### config.mk
export PLATFORM = sky130hd
export DESIGN_NAME = mario_motion_flat
export DESIGN_NICKNAME = d
export VERILOG_FILES = /design/src/rtl/mario_motion_pkg.sv /design/src/rtl/mario_motion_if.sv /design/src/rtl/mario_motion_edge_sync.sv /design/src/rtl/mario_motion.sv /design/src/flat_wrapper.sv
export SDC_FILE = /design/constraint.sdc
export NUM_CORES = 1
export LEC_CHECK = 0
export CAP_MARGIN = 20
export CORE_MARGIN = 1.5
export CORE_UTILIZATION = 35
export CTS_BUF_LIST = sky130_fd_sc_hd__clkbuf_2 sky130_fd_sc_hd__clkbuf_4 sky130_fd_sc_hd__clkbuf_8
export CTS_CLUSTER_SIZE = 20
export DETAILED_ROUTE_END_ITERATION = 7
export GPL_TIMING_DRIVEN = 1
export SYNTH_ARGS = -nofsm -noshare
export SYNTH_HDL_FRONTEND = slang
export SYNTH_HIERARCHICAL = 1
export SYNTH_SLANG_ARGS = --single-unit
### constraint.sdc
create_clock -name Clk -period 3.9 [get_ports Clk]
set_clock_uncertainty 0.15 [all_clocks]
set_input_delay 0.78 -clock Clk [delete_from_list [all_inputs] [get_ports Clk]]
set_output_delay 0.78 -clock Clk [all_outputs]
set_load 0.01 [all_outputs]
### src/rtl/mario_motion_pkg.sv
// mario_pkg: shared definitions for Mario's motion controller and colour mapper.
// Contents:
//   KEY_RIGHT / KEY_LEFT / KEY_JUMP : USB HID keycodes that the controller reacts to
//   vstate_t                        : vertical motion state (GROUNDED, RISING, FALLING)
//   MARIO_SIZE                      : sprite edge length in pixels (also read by color_mapper)
//   wrap_add()                      : modular add using a single compare-and-subtract
package mario_pkg;

  localparam logic [7:0] KEY_RIGHT  = 8'h07;
  localparam logic [7:0] KEY_LEFT   = 8'h04;
  localparam logic [7:0] KEY_JUMP   = 8'h1A;
  localparam int         MARIO_SIZE = 16;

  typedef enum logic [1:0] {
    GROUNDED = 2'd0,
    RISING   = 2'd1,
    FALLING  = 2'd2
  } vstate_t;

  // (base + step) mod modulus.
  // Valid only while base < modulus and step <= modulus,
  // which holds for the scroll offset.
  function automatic logic [9:0] wrap_add(input logic [9:0] base,
                                          input logic [9:0] step,
                                          input logic [9:0] modulus);
    logic [10:0] sum;
    logic [10:0] diff;
    sum  = {1'b0, base} + {1'b0, step};
    diff = sum - {1'b0, modulus};
    if (sum >= {1'b0, modulus}) begin
      wrap_add = diff[9:0];
    end else begin
      wrap_add = sum[9:0];
    end
  endfunction

endpackage

### src/rtl/mario_motion_if.sv
// mario_motion_if: keycode input and sprite-state outputs of the motion controller.
// Signals:
//   keycode     : current USB HID keycode (driven by the keyboard side)
//   MarioX/Y    : sprite top-left on screen
//   facing_left : 1 = draw mirrored
//   scroll_x    : world X of screen column 0
//   airborne    : 1 while jumping or falling
// Modports:
//   master : drives keycode, observes the sprite state
//   slave  : the motion controller itself
interface mario_motion_if;
  logic [7:0] keycode;
  logic [9:0] MarioX;
  logic [9:0] MarioY;
  logic       facing_left;
  logic [9:0] scroll_x;
  logic       airborne;

  modport master (output keycode,
                  input  MarioX, MarioY, facing_left, scroll_x, airborne);
  modport slave  (input  keycode,
                  output MarioX, MarioY, facing_left, scroll_x, airborne);
endinterface

### src/rtl/mario_motion_edge_sync.sv
// edge_sync: brings an asynchronous strobe into the Clk domain and emits a
// one-cycle pulse on each rising edge.
// Ports:
//   Clk, Reset_n : system clock and asynchronous active-low reset
//   async_in     : strobe from another clock domain (e.g. vsync)
//   pulse        : one-Clk-wide pulse, two cycles after the edge is first captured
module edge_sync (
  input  logic Clk,
  input  logic Reset_n,
  input  logic async_in,
  output logic pulse
);

  logic meta_r;
  logic sync_r;
  logic prev_r;

  // Two-flop synchronizer followed by a delay flop for edge detection
  always_ff @(posedge Clk or negedge Reset_n) begin
    if (!Reset_n) begin
      meta_r <= 1'b0;
      sync_r <= 1'b0;
      prev_r <= 1'b0;
    end else begin
      meta_r <= async_in;
      sync_r <= meta_r;
      prev_r <= sync_r;
    end
  end

  assign pulse = sync_r & ~prev_r;

endmodule

### src/rtl/mario_motion.sv
// mario_motion: per-frame motion controller for Mario.
// Turns the keycode into the sprite position, facing direction and world
// scroll offset. All state advances once per frame_clk rising edge.
// Ports:
//   Clk       : 50 MHz system clock
//   Reset_n   : asynchronous active-low reset
//   frame_clk : vsync-rate strobe, asynchronous to Clk
//   bus       : keycode in; MarioX, MarioY, facing_left, scroll_x, airborne out
//               (all outputs registered)
module mario_motion
  import mario_pkg::*;
#(
  parameter int START_X     = 64,
  parameter int GROUND_Y    = 416,
  parameter int SCROLL_EDGE = 240,
  parameter int WORLD_W     = 640,
  parameter int WALK_STEP   = 2,
  parameter int JUMP_V      = 10,
  parameter int MAX_FALL    = 8
) (
  input  logic          Clk,
  input  logic          Reset_n,
  input  logic          frame_clk,
  mario_motion_if.slave bus
);

  localparam logic [9:0]         START_X10  = 10'(START_X);
  localparam logic [9:0]         GROUND_Y10 = 10'(GROUND_Y);
  localparam logic signed [10:0] GROUND_Y11 = 11'(GROUND_Y);
  localparam logic [9:0]         EDGE10     = 10'(SCROLL_EDGE);
  localparam logic [10:0]        EDGE11     = 11'(SCROLL_EDGE);
  localparam logic [9:0]         WORLD10    = 10'(WORLD_W);
  localparam logic [9:0]         STEP10     = 10'(WALK_STEP);
  localparam logic [10:0]        STEP11     = 11'(WALK_STEP);
  localparam logic signed [5:0]  VY_JUMP    = 6'(-JUMP_V);
  localparam logic signed [5:0]  VY_MAX     = 6'(MAX_FALL);

  logic              tick_s;
  vstate_t           state_r;
  vstate_t           state_nxt_s;
  logic [9:0]        x_r;
  logic [9:0]        x_nxt_s;
  logic [9:0]        y_r;
  logic [9:0]        y_nxt_s;
  logic [9:0]        scroll_r;
  logic [9:0]        scroll_nxt_s;
  logic              facing_r;
  logic              facing_nxt_s;
  logic              armed_r;
  logic              armed_nxt_s;
  logic              airborne_r;
  logic signed [5:0] vy_r;
  logic signed [5:0] vy_nxt_s;
  logic signed [5:0] vy_inc_s;
  logic signed [10:0] y_sum_s;
  logic [10:0]       x_step_s;
  logic              jump_req_s;

  edge_sync u_sync (
    .Clk      (Clk),
    .Reset_n  (Reset_n),
    .async_in (frame_clk),
    .pulse    (tick_s)
  );

  // Y is widened to 11-bit signed so that going above row 0 or below the floor is visible
  assign y_sum_s    = $signed({1'b0, y_r}) + $signed({{5{vy_r[5]}}, vy_r});
  assign vy_inc_s   = vy_r + 6'sd1;
  assign x_step_s   = {1'b0, x_r} + STEP11;
  assign jump_req_s = (bus.keycode == KEY_JUMP) && armed_r;

  // Vertical FSM state register
  always_ff @(posedge Clk or negedge Reset_n) begin
    if (!Reset_n) begin
      state_r <= GROUNDED;
    end else begin
      state_r <= state_nxt_s;
    end
  end

  // Vertical FSM next-state logic, evaluated only on the frame tick
  always_comb begin
    state_nxt_s = state_r;
    if (tick_s) begin
      case (state_r)
        GROUNDED: begin
          if (jump_req_s) state_nxt_s = RISING;
          else            state_nxt_s = GROUNDED;
        end
        RISING: begin
          if ((y_sum_s < 11'sd0) || (vy_inc_s >= 6'sd0)) state_nxt_s = FALLING;
          else                                           state_nxt_s = RISING;
        end
        FALLING: begin
          if (y_sum_s >= GROUND_Y11) state_nxt_s = GROUNDED;
          else                       state_nxt_s = FALLING;
        end
        default: state_nxt_s = GROUNDED;
      endcase
    end else begin
      state_nxt_s = state_r;
    end
  end

  // Next values of position, velocity, scroll, facing and jump arming
  always_comb begin
    x_nxt_s      = x_r;
    y_nxt_s      = y_r;
    vy_nxt_s     = vy_r;
    scroll_nxt_s = scroll_r;
    facing_nxt_s = facing_r;
    armed_nxt_s  = armed_r;
    if (tick_s) begin
      if (bus.keycode == KEY_RIGHT) begin
        facing_nxt_s = 1'b0;
        if (x_step_s <= EDGE11) begin
          x_nxt_s = x_step_s[9:0];
        end else begin
          // Mario is pinned at the edge; the world moves instead
          x_nxt_s      = EDGE10;
          scroll_nxt_s = wrap_add(scroll_r, STEP10, WORLD10);
        end
      end else if (bus.keycode == KEY_LEFT) begin
        facing_nxt_s = 1'b1;
        if (x_r >= STEP10) x_nxt_s = x_r - STEP10;
        else               x_nxt_s = 10'd0;
      end else begin
        x_nxt_s = x_r;
      end

      // Any non-jump key re-arms; a jump launch below disarms
      if (bus.keycode != KEY_JUMP) armed_nxt_s = 1'b1;
      else                         armed_nxt_s = armed_r;

      case (state_r)
        GROUNDED: begin
          y_nxt_s = GROUND_Y10;
          if (jump_req_s) begin
            vy_nxt_s    = VY_JUMP;
            armed_nxt_s = 1'b0;
          end else begin
            vy_nxt_s = 6'sd0;
          end
        end
        RISING: begin
          if (y_sum_s < 11'sd0) begin
            y_nxt_s  = 10'd0;
            vy_nxt_s = 6'sd0;
          end else begin
            y_nxt_s  = y_sum_s[9:0];
            vy_nxt_s = vy_inc_s;
          end
        end
        FALLING: begin
          if (y_sum_s >= GROUND_Y11) begin
            y_nxt_s  = GROUND_Y10;
            vy_nxt_s = 6'sd0;
          end else begin
            y_nxt_s = y_sum_s[9:0];
            if (vy_inc_s > VY_MAX) vy_nxt_s = VY_MAX;
            else                   vy_nxt_s = vy_inc_s;
          end
        end
        default: begin
          y_nxt_s  = GROUND_Y10;
          vy_nxt_s = 6'sd0;
        end
      endcase
    end else begin
      y_nxt_s = y_r;
    end
  end

  // Datapath registers; airborne is registered from the next state so it tracks state_r
  always_ff @(posedge Clk or negedge Reset_n) begin
    if (!Reset_n) begin
      x_r        <= START_X10;
      y_r        <= GROUND_Y10;
      vy_r       <= 6'sd0;
      scroll_r   <= 10'd0;
      facing_r   <= 1'b0;
      armed_r    <= 1'b1;
      airborne_r <= 1'b0;
    end else begin
      x_r        <= x_nxt_s;
      y_r        <= y_nxt_s;
      vy_r       <= vy_nxt_s;
      scroll_r   <= scroll_nxt_s;
      facing_r   <= facing_nxt_s;
      armed_r    <= armed_nxt_s;
      airborne_r <= (state_nxt_s != GROUNDED);
    end
  end

  assign bus.MarioX      = x_r;
  assign bus.MarioY      = y_r;
  assign bus.facing_left = facing_r;
  assign bus.scroll_x    = scroll_r;
  assign bus.airborne    = airborne_r;

endmodule

### src/flat_wrapper.sv
// flat-port wrapper written by rule: the top's interface ports become plain ports
module mario_motion_flat import mario_pkg::*;
#(
  parameter int START_X     = 64,
  parameter int GROUND_Y    = 416,
  parameter int SCROLL_EDGE = 240,
  parameter int WORLD_W     = 640,
  parameter int WALK_STEP   = 2,
  parameter int JUMP_V      = 10,
  parameter int MAX_FALL    = 8
)
  (Clk, Reset_n, frame_clk, bus_keycode, bus_MarioX, bus_MarioY, bus_facing_left, bus_scroll_x, bus_airborne);
  mario_motion_if bus_i ();
  input  logic Clk;
  input  logic Reset_n;
  input  logic frame_clk;
  input wire logic [$bits(bus_i.keycode)-1:0] bus_keycode;
  output wire logic [$bits(bus_i.MarioX)-1:0] bus_MarioX;
  output wire logic [$bits(bus_i.MarioY)-1:0] bus_MarioY;
  output wire logic [$bits(bus_i.facing_left)-1:0] bus_facing_left;
  output wire logic [$bits(bus_i.scroll_x)-1:0] bus_scroll_x;
  output wire logic [$bits(bus_i.airborne)-1:0] bus_airborne;
  assign bus_i.keycode = bus_keycode;
  assign bus_MarioX = bus_i.MarioX;
  assign bus_MarioY = bus_i.MarioY;
  assign bus_facing_left = bus_i.facing_left;
  assign bus_scroll_x = bus_i.scroll_x;
  assign bus_airborne = bus_i.airborne;
  mario_motion #(.START_X(START_X), .GROUND_Y(GROUND_Y), .SCROLL_EDGE(SCROLL_EDGE), .WORLD_W(WORLD_W), .WALK_STEP(WALK_STEP), .JUMP_V(JUMP_V), .MAX_FALL(MAX_FALL)) u_core (.Clk(Clk), .Reset_n(Reset_n), .frame_clk(frame_clk), .bus(bus_i));
endmodule
==> results of run 1 <==
layer usage:
| layer | part of all wire (%) | GRT usage, % |
|---|---|---|
| met4 | 1.1 | 4.95 |
| met3 | 3.2 | 2.06 |
| met5 | 0 | 0 |
| met1 | 51 | 24.2 |
| met2 | 45 | 25.9 |
Yosys cell counts, drive strengths merged, types with 6 or more instances:
cell,n,area share [%]
xor2,6,1.6
inv,20,2.3
ha,22,8.6
nor3,11,2.1
a22oi,6,1.4
clkbuf,7,0.82
a21oi,19,3.0
nand2,34,4.0
buf,8,1.7
a31oi,6,1.2
and3,6,1.2
nor2,29,3.4
o22ai,6,1.2
dfrtp,37,29
nor2b,6,1.6
nand3,19,3.1
xnor2,14,3.8
o21ai,25,4.1
metrics by stage:
| stage | cells | area [µm²] | util (%) | hold WS [ns] |
|---|---|---|---|---|
| 2_1_floorplan | 369 | 3210 | - | 0.181 |
| 3_3_place_gp | 503 | 3670 | 41.7 | 0.181 |
| 3_5_place_dp | 503 | 3670 | 41.7 | 0.186 |
| 4_1_cts | 511 | 3810 | 43.2 | 0.206 |
| 5_1_grt | 512 | 3830 | 43.5 | 0.216 |
| 6_report | 512 | 3830 | 43.5 | 0.203 |
cell type report:
| cell class | count | area (µm²) |
|---|---|---|
| Fill cell | 879 | 4980 |
| Sequential cell | 42 | 1060 |
| Clock inverter | 3 | 68.8 |
| Timing Repair Buffer | 42 | 423 |
| Tap cell | 108 | 135 |
| Multi-Input combinational cell | 291 | 2000 |
| Inverter | 21 | 78.8 |
| Clock buffer | 5 | 68.8 |
worst max-delay path: cells and delay by family, from the launching register on:
family | cells | cell delay [ns]
adders and majority gates | 2 | 0.62
and+or+nand+nor | 4 | 0.95
DFF | 1 | 0.42
AOI/OAI and AO/OA | 4 | 0.82
buffers and inverters | 1 | 0.06
worst paths after layout:
kind                                            from                   end
min in group asynchronous                    Reset_n  u_core/bus.MarioX[2]
worst min-delay path            u_core/u_sync/meta_r  u_core/u_sync/sync_r
worst min register to register  u_core/u_sync/meta_r  u_core/u_sync/sync_r
max in group asynchronous                    Reset_n        u_core/vy_r[5]
worst max-delay path                  u_core/vy_r[0]  u_core/bus.MarioY[3]
worst max register to register        u_core/vy_r[0]  u_core/bus.MarioY[3]
registers in the layout (all words and copies together) (netlist names):
signal / cells
u_core/u_sync/prev_r: 1
u_core/bus.MarioY: 10
u_core/state_r: 2
u_core/bus.facing_left: 1
u_core/u_sync/sync_r: 1
u_core/u_sync/meta_r: 1
u_core/bus.scroll_x: 9
u_core/bus.MarioX: 9
u_core/vy_r: 6
u_core/armed_r: 1
u_core/bus.airborne: 1
power by group through the flow:
stage | Combinational (mW) | Sequential, mW | Clock (mW)
3_5_place_dp | 0.0630 | 0.456 | 0
6_report | 0.0649 | 0.448 | 0.422
2_1_floorplan | 0.0317 | 0.456 | 0
3_3_place_gp | 0.0624 | 0.456 | 0
5_1_grt | 0.0717 | 0.449 | 0.455
4_1_cts | 0.0633 | 0.448 | 0.437
cells by family (layout without fill, tap and decap cells):
| logic type | count (synthesis) | count (layout) |
|---|---|---|
| simple gates | 133 | 133 |
| compound gates | 110 | 110 |
| flops | 42 | 42 |
| buf+inv | 36 | 71 |
| fa+ha+maj | 23 | 23 |
| xor+xnor | 20 | 20 |
| mux | 3 | 3 |
| other cells | 1 | 2 |
==> out/metrics.yaml, run 1 <==
power_and_ir_drop:
  power.total_mw: 0.935
  clockPowerShare_pct: 45.2
  comb_power_share_pct: 6.9
  powerDensity_mw_per_mm2: 244
  leakagePower_nw: 1.58
  seq_power_share_pct: 47.9
  internal_power_mw: 0.726
  irDropWorstVdd_mv: 0.138
  p_sw_mw: 0.209
  switching_share_pct: 22.4
synth:
  avgSynthCellArea_um2: 8.72
  synthArstFlopShare_pct: 100
  synth_top_family_by_area: "compound AO/OA/AOI/OAI gates"
  ys_seq_area_share_pct: 33.0
  synth_xor_area_share_pct: 5.46
  synth_compound_area_share_pct: 24.7
  synth.mux.area_fraction_pct: 0.975
  synth-edff-count: 0
  synth_area_mm2: 0.00321
  yosysWarnings: 6
  ys_types: 70
  syn_inst: 368
  yosys.area_share.adder_pct: 9.20
  synthFlopType: "dfrtp_1"
  synth_seq_cells: 42
  synth-simple-area-share_pct: 21.6
floorplanning:
  die_h_um: 98.7
  die_w_um: 98.7
  num_rows: 34
  initial_core_util_pct: 36.4
  coreArea_mm2: 0.00881
  io_pins: 43
  die_area_mm2: 0.00975
global_route:
  grt_pass1_vias: 2710
  overflow: 0
  grt_max_degree: 43
  antenna_found_initial: 0
  grt_pass1_wl_mm: 13.3
  grt_use_total_pct: 16.6
placement:
  dp_hpwl_mm: 5.62
  globalplace.congestion: 0.927
  dp_slack_ns: 0.686
  io_buffer_count: 40
clock_network:
  clockBufferDepth: 2
  htree_num_levels: 2
  clkLatencyLatePin_ns: 0.30
  post_cts_buffers: 0
  cts-resized-gates: 0
  cts_made_buffers: 5
  cts_hold_buf: 0
  cts_sinks: 42
  tritoncts: "built"
  cts_root_buf: "clkbuf_8"
  clkTransAtPathRegs_ns: 0.09
worst_setup_path:
  slowest_stage: "or4_4"
  r2r_cells: 11
  crit_type: "reg -> reg"
  cpPeakStageDelay_ns: 0.52
  start_kind: "flip-flop"
  required_ns: 3.98
  crit_arrival_ns: 3.18
  r2r_setup_slack_ns: 0.80
  worstPathCellList: "ha_1, inv_1, fa_1, nor2b_4, o211a_1, nor4b_1, or4_4, o2111a_4, o21ai_2, nand3_2, o2bb2ai_1"
  crit_fanout: 6
  cp-end-kind: "flip-flop"
run_status:
  status: "finished, final reports clean"
cells_and_area:
  final_cell_mix: "clkdlybuf4s50_1, dfrtp_1, nand2_1"
  drive_above_1_share_pct: 8.91
  layout_commonest_cell: "clkdlybuf4s50_1"
  n_antenna_cell: 0
  nets: 437
  syn_to_final_growth_pct: 19.3
detailed_routing:
  drc: 0
  via_per_inst: 5.68
  wl_mm: 7.79
  postRouteAntennaNets: 0
  post_drt_wl_per_cell_um: 15.2
  num_vias: 2909
  drtIter0Drc: 155
  first_pass_iters: 6
sta:
  hold_viol: 0
  tns_ns: 0
  rsz0062_at_grt: "false"
  tightestPinTransition_ns: 0.527
  fin_crit_ns: 3.10
  fmax_ghz: 0.323
  fin_crit_sh_pct: 79.5
  layout_setup_ws_ns: 0.799
  slew_headroom_pct: 64.8
  finalSetupViolCount: 0
  maxSlewViolCount: 0
job:
  drv_cap: 0
hold_path:
  hp-class: "reg -> reg"
  hold-path-cell-count: 0
Power figures use the tool's default switching activity.
==> inputs of run 2 (changes only) <==
Clock period 3.9 ns to 2.9 ns, I/O delays scaled along.
==> out/metrics.yaml, run 2 (synthesis gave the netlist of run 1 again) <==
global_route:
  antenna_found_initial: 0  # unchanged
  grt_max_degree: 32  # was 43
  grt_pass1_wl_mm: 13.4  # was 13.3 mm
  grt_pass1_vias: 2811  # was 2,710
  overflow: 0  # unchanged
  grt_use_total_pct: 16.8  # was 16.6%
sta:
  hold_viol: 0  # unchanged
  finalSetupViolCount: 0  # unchanged
  fin_crit_ns: 2.86  # was 3.10 ns
  fin_crit_sh_pct: 98.8  # was 79.5%
  maxSlewViolCount: 0  # unchanged
  tightestPinTransition_ns: 0.624  # was 0.527 ns
  rsz0062_at_grt: "true"  # was false
  slew_headroom_pct: 58.1  # was 64.8%
  whs_ns: 0.0120  # was 0.203 ns
  fmax_ghz: 0.349  # was 0.323 GHz
  tns_ns: 0  # unchanged
floorplanning:
  coreArea_mm2: 0.00881  # unchanged
  die_w_um: 98.7  # unchanged
  die_h_um: 98.7  # unchanged
  initial_core_util_pct: 36.4  # unchanged
  die_area_mm2: 0.00975  # unchanged
  num_rows: 34  # unchanged
  io_pins: 43  # unchanged
clock_network:
  cts_hold_buf: 0  # unchanged
  htree_num_levels: 2  # unchanged
  cts_sinks: 42  # unchanged
  clkLatencyLatePin_ns: 0.30  # about the same
  cts_root_buf: "clkbuf_8"  # unchanged
  cts_made_buffers: 5  # unchanged
  tritoncts: "built"  # unchanged
  clockBufferDepth: 2  # unchanged
  clkTransAtPathRegs_ns: 0.08  # was 0.09 ns
worst_setup_path:
  cpPeakStageDelay_ns: 0.59  # was 0.52 ns
  crit_arrival_ns: 2.94  # was 3.18 ns
  crit_buf_inv: 0  # was 1
  crit_fanout: 6  # unchanged
  cp-end-kind: "flip-flop"  # unchanged
  worstPathCellList: "ha_1, a211oi_1, nand2_1, mux2i_1, or4_4, o2111a_4, o21ai_4, nand3_2, o2bb2ai_1"  # was ha_1, inv_1, fa_1, nor2b_4, o211a_1, nor4b_1, or4_4, o2111a_4, o21ai_2, nand3_2, o2bb2ai_1
  start_kind: "flip-flop"  # unchanged
  required_ns: 2.98  # was 3.98 ns
  crit_type: "reg -> reg"  # unchanged
  critPathTopFamily: "simple AND/OR/NAND/NOR gates"  # unchanged
  slowest_stage: "or4_4"  # unchanged
placement:
  placed_area_mm2: 0.00396  # was 0.00367 mm²
  globalplace.congestion: 0.911  # was 0.927
  dp_hpwl_mm: 6.15  # was 5.62 mm
  io_buffer_count: 40  # unchanged
cells_and_area:
  final_cell_mix: "clkdlybuf4s50_1, buf_4, dfrtp_1"  # was clkdlybuf4s50_1, dfrtp_1, nand2_1
  largest_reg_flops: 10  # unchanged
  drive_above_1_share_pct: 20.6  # was 8.91%
  nets: 475  # was 437
  n_antenna_cell: 0  # unchanged
  finish.instance_area_mm2: 0.00416  # was 0.00383 mm²
  syn_to_final_growth_pct: 29.7  # was 19.3%
power_and_ir_drop:
  power.total_mw: 1.08  # was 0.935 mW
  leakagePower_nw: 1.75  # was 1.58 nW
  powerDensity_mw_per_mm2: 260  # was 244 mW/mm²
  irDropWorstVdd_mv: 0.173  # was 0.138 mV
detailed_routing:
  postRouteAntennaNets: 0  # unchanged
  wl_mm: 8.18  # was 7.79 mm
  drtIter0Drc: 134  # was 155
  num_vias: 3066  # was 2,909
  post_drt_wl_per_cell_um: 14.9  # was 15.2 µm
  via_per_inst: 5.57  # was 5.68
  drc: 0  # unchanged
  first_pass_iters: 7  # was 6
hold_path:
  hp-class: "in -> async"  # was reg -> reg
run_status:
  status: "finished, final reports clean"  # unchanged
job:
  drv_cap: 0  # unchanged
[run 2: changes by cell type in the layout (fill, tap and decap cells not counted), sizes merged]
cell and delta:
clkinv +1, bufinv -2, clkbuf +1, buf +38
[run 2: timing repair]
action,4_1_cts,5_1_grt
buffers inserted,0,1
resized for setup,6,15
pin swaps,4,10
endpoints found under the setup margin,11,18
[run 2: metal layers]
metal  wire length (µm)  track usage, %  vias to the layer above
met5                  0               0                        -
met4                 97            4.40                        0
met3                357            2.98                        8
met2               3920            27.2                       73
met1               3810            23.1                     1481
li1                   -               -                     1504
[run 2: layout make-up]
class                           count  area, µm²
Clock buffer                        6       76.3
Clock inverter                      2       13.8
Fill cell                         844       4650
Inverter                           21       78.8
Multi-Input combinational cell    291       2100
Sequential cell                    42       1060
Tap cell                          108        135
Timing Repair Buffer               80        699
[run 2: final timing paths]
check                                       end            startpoint  slack, ns  cells past startpoint
setup reg to reg           u_core/bus.MarioY[0]  u_core/bus.MarioY[8]       0.04                      9
hold reg to reg            u_core/u_sync/sync_r  u_core/u_sync/meta_r       0.20                      0
setup / recovery           u_core/bus.MarioY[0]  u_core/bus.MarioY[8]       0.04                      9
hold / removal             u_core/bus.MarioY[9]               Reset_n       0.01                      1
max in group asynchronous  u_core/bus.MarioY[5]               Reset_n       1.85                      2
min in group Clk           u_core/u_sync/sync_r  u_core/u_sync/meta_r       0.20                      0
[run 2: metrics by stage]
| stage | utilization, % | setup slack [ns] | std cells |
|---|---|---|---|
| after floorplan | - | 0.0680 | 369 |
| after global placement | 44.9 | 0.0429 | 541 |
| after detailed placement | 44.9 | -0.0436 | 541 |
| after CTS | 46.1 | -0.00627 | 549 |
| after global routing | 47.2 | -0.0836 | 550 |
| final | 47.2 | 0.0351 | 550 |
[run 2: power by group]
part           internal [mW]  switching, mW  leakage [nW]  total [mW]
sequential             0.595        0.00619         0.540       0.601
clock                  0.179          0.210        0.0486       0.389
combinational         0.0400         0.0532          1.17      0.0933
==> inputs of run 3 (changes only) <==
Settings changed: ABC_CLOCK_PERIOD_IN_PS set to 2900, CAP_MARGIN 20 to 40.
==> results of run 3 <==
Same layout as run 2: the final DEF is identical, and so are final timing and power.
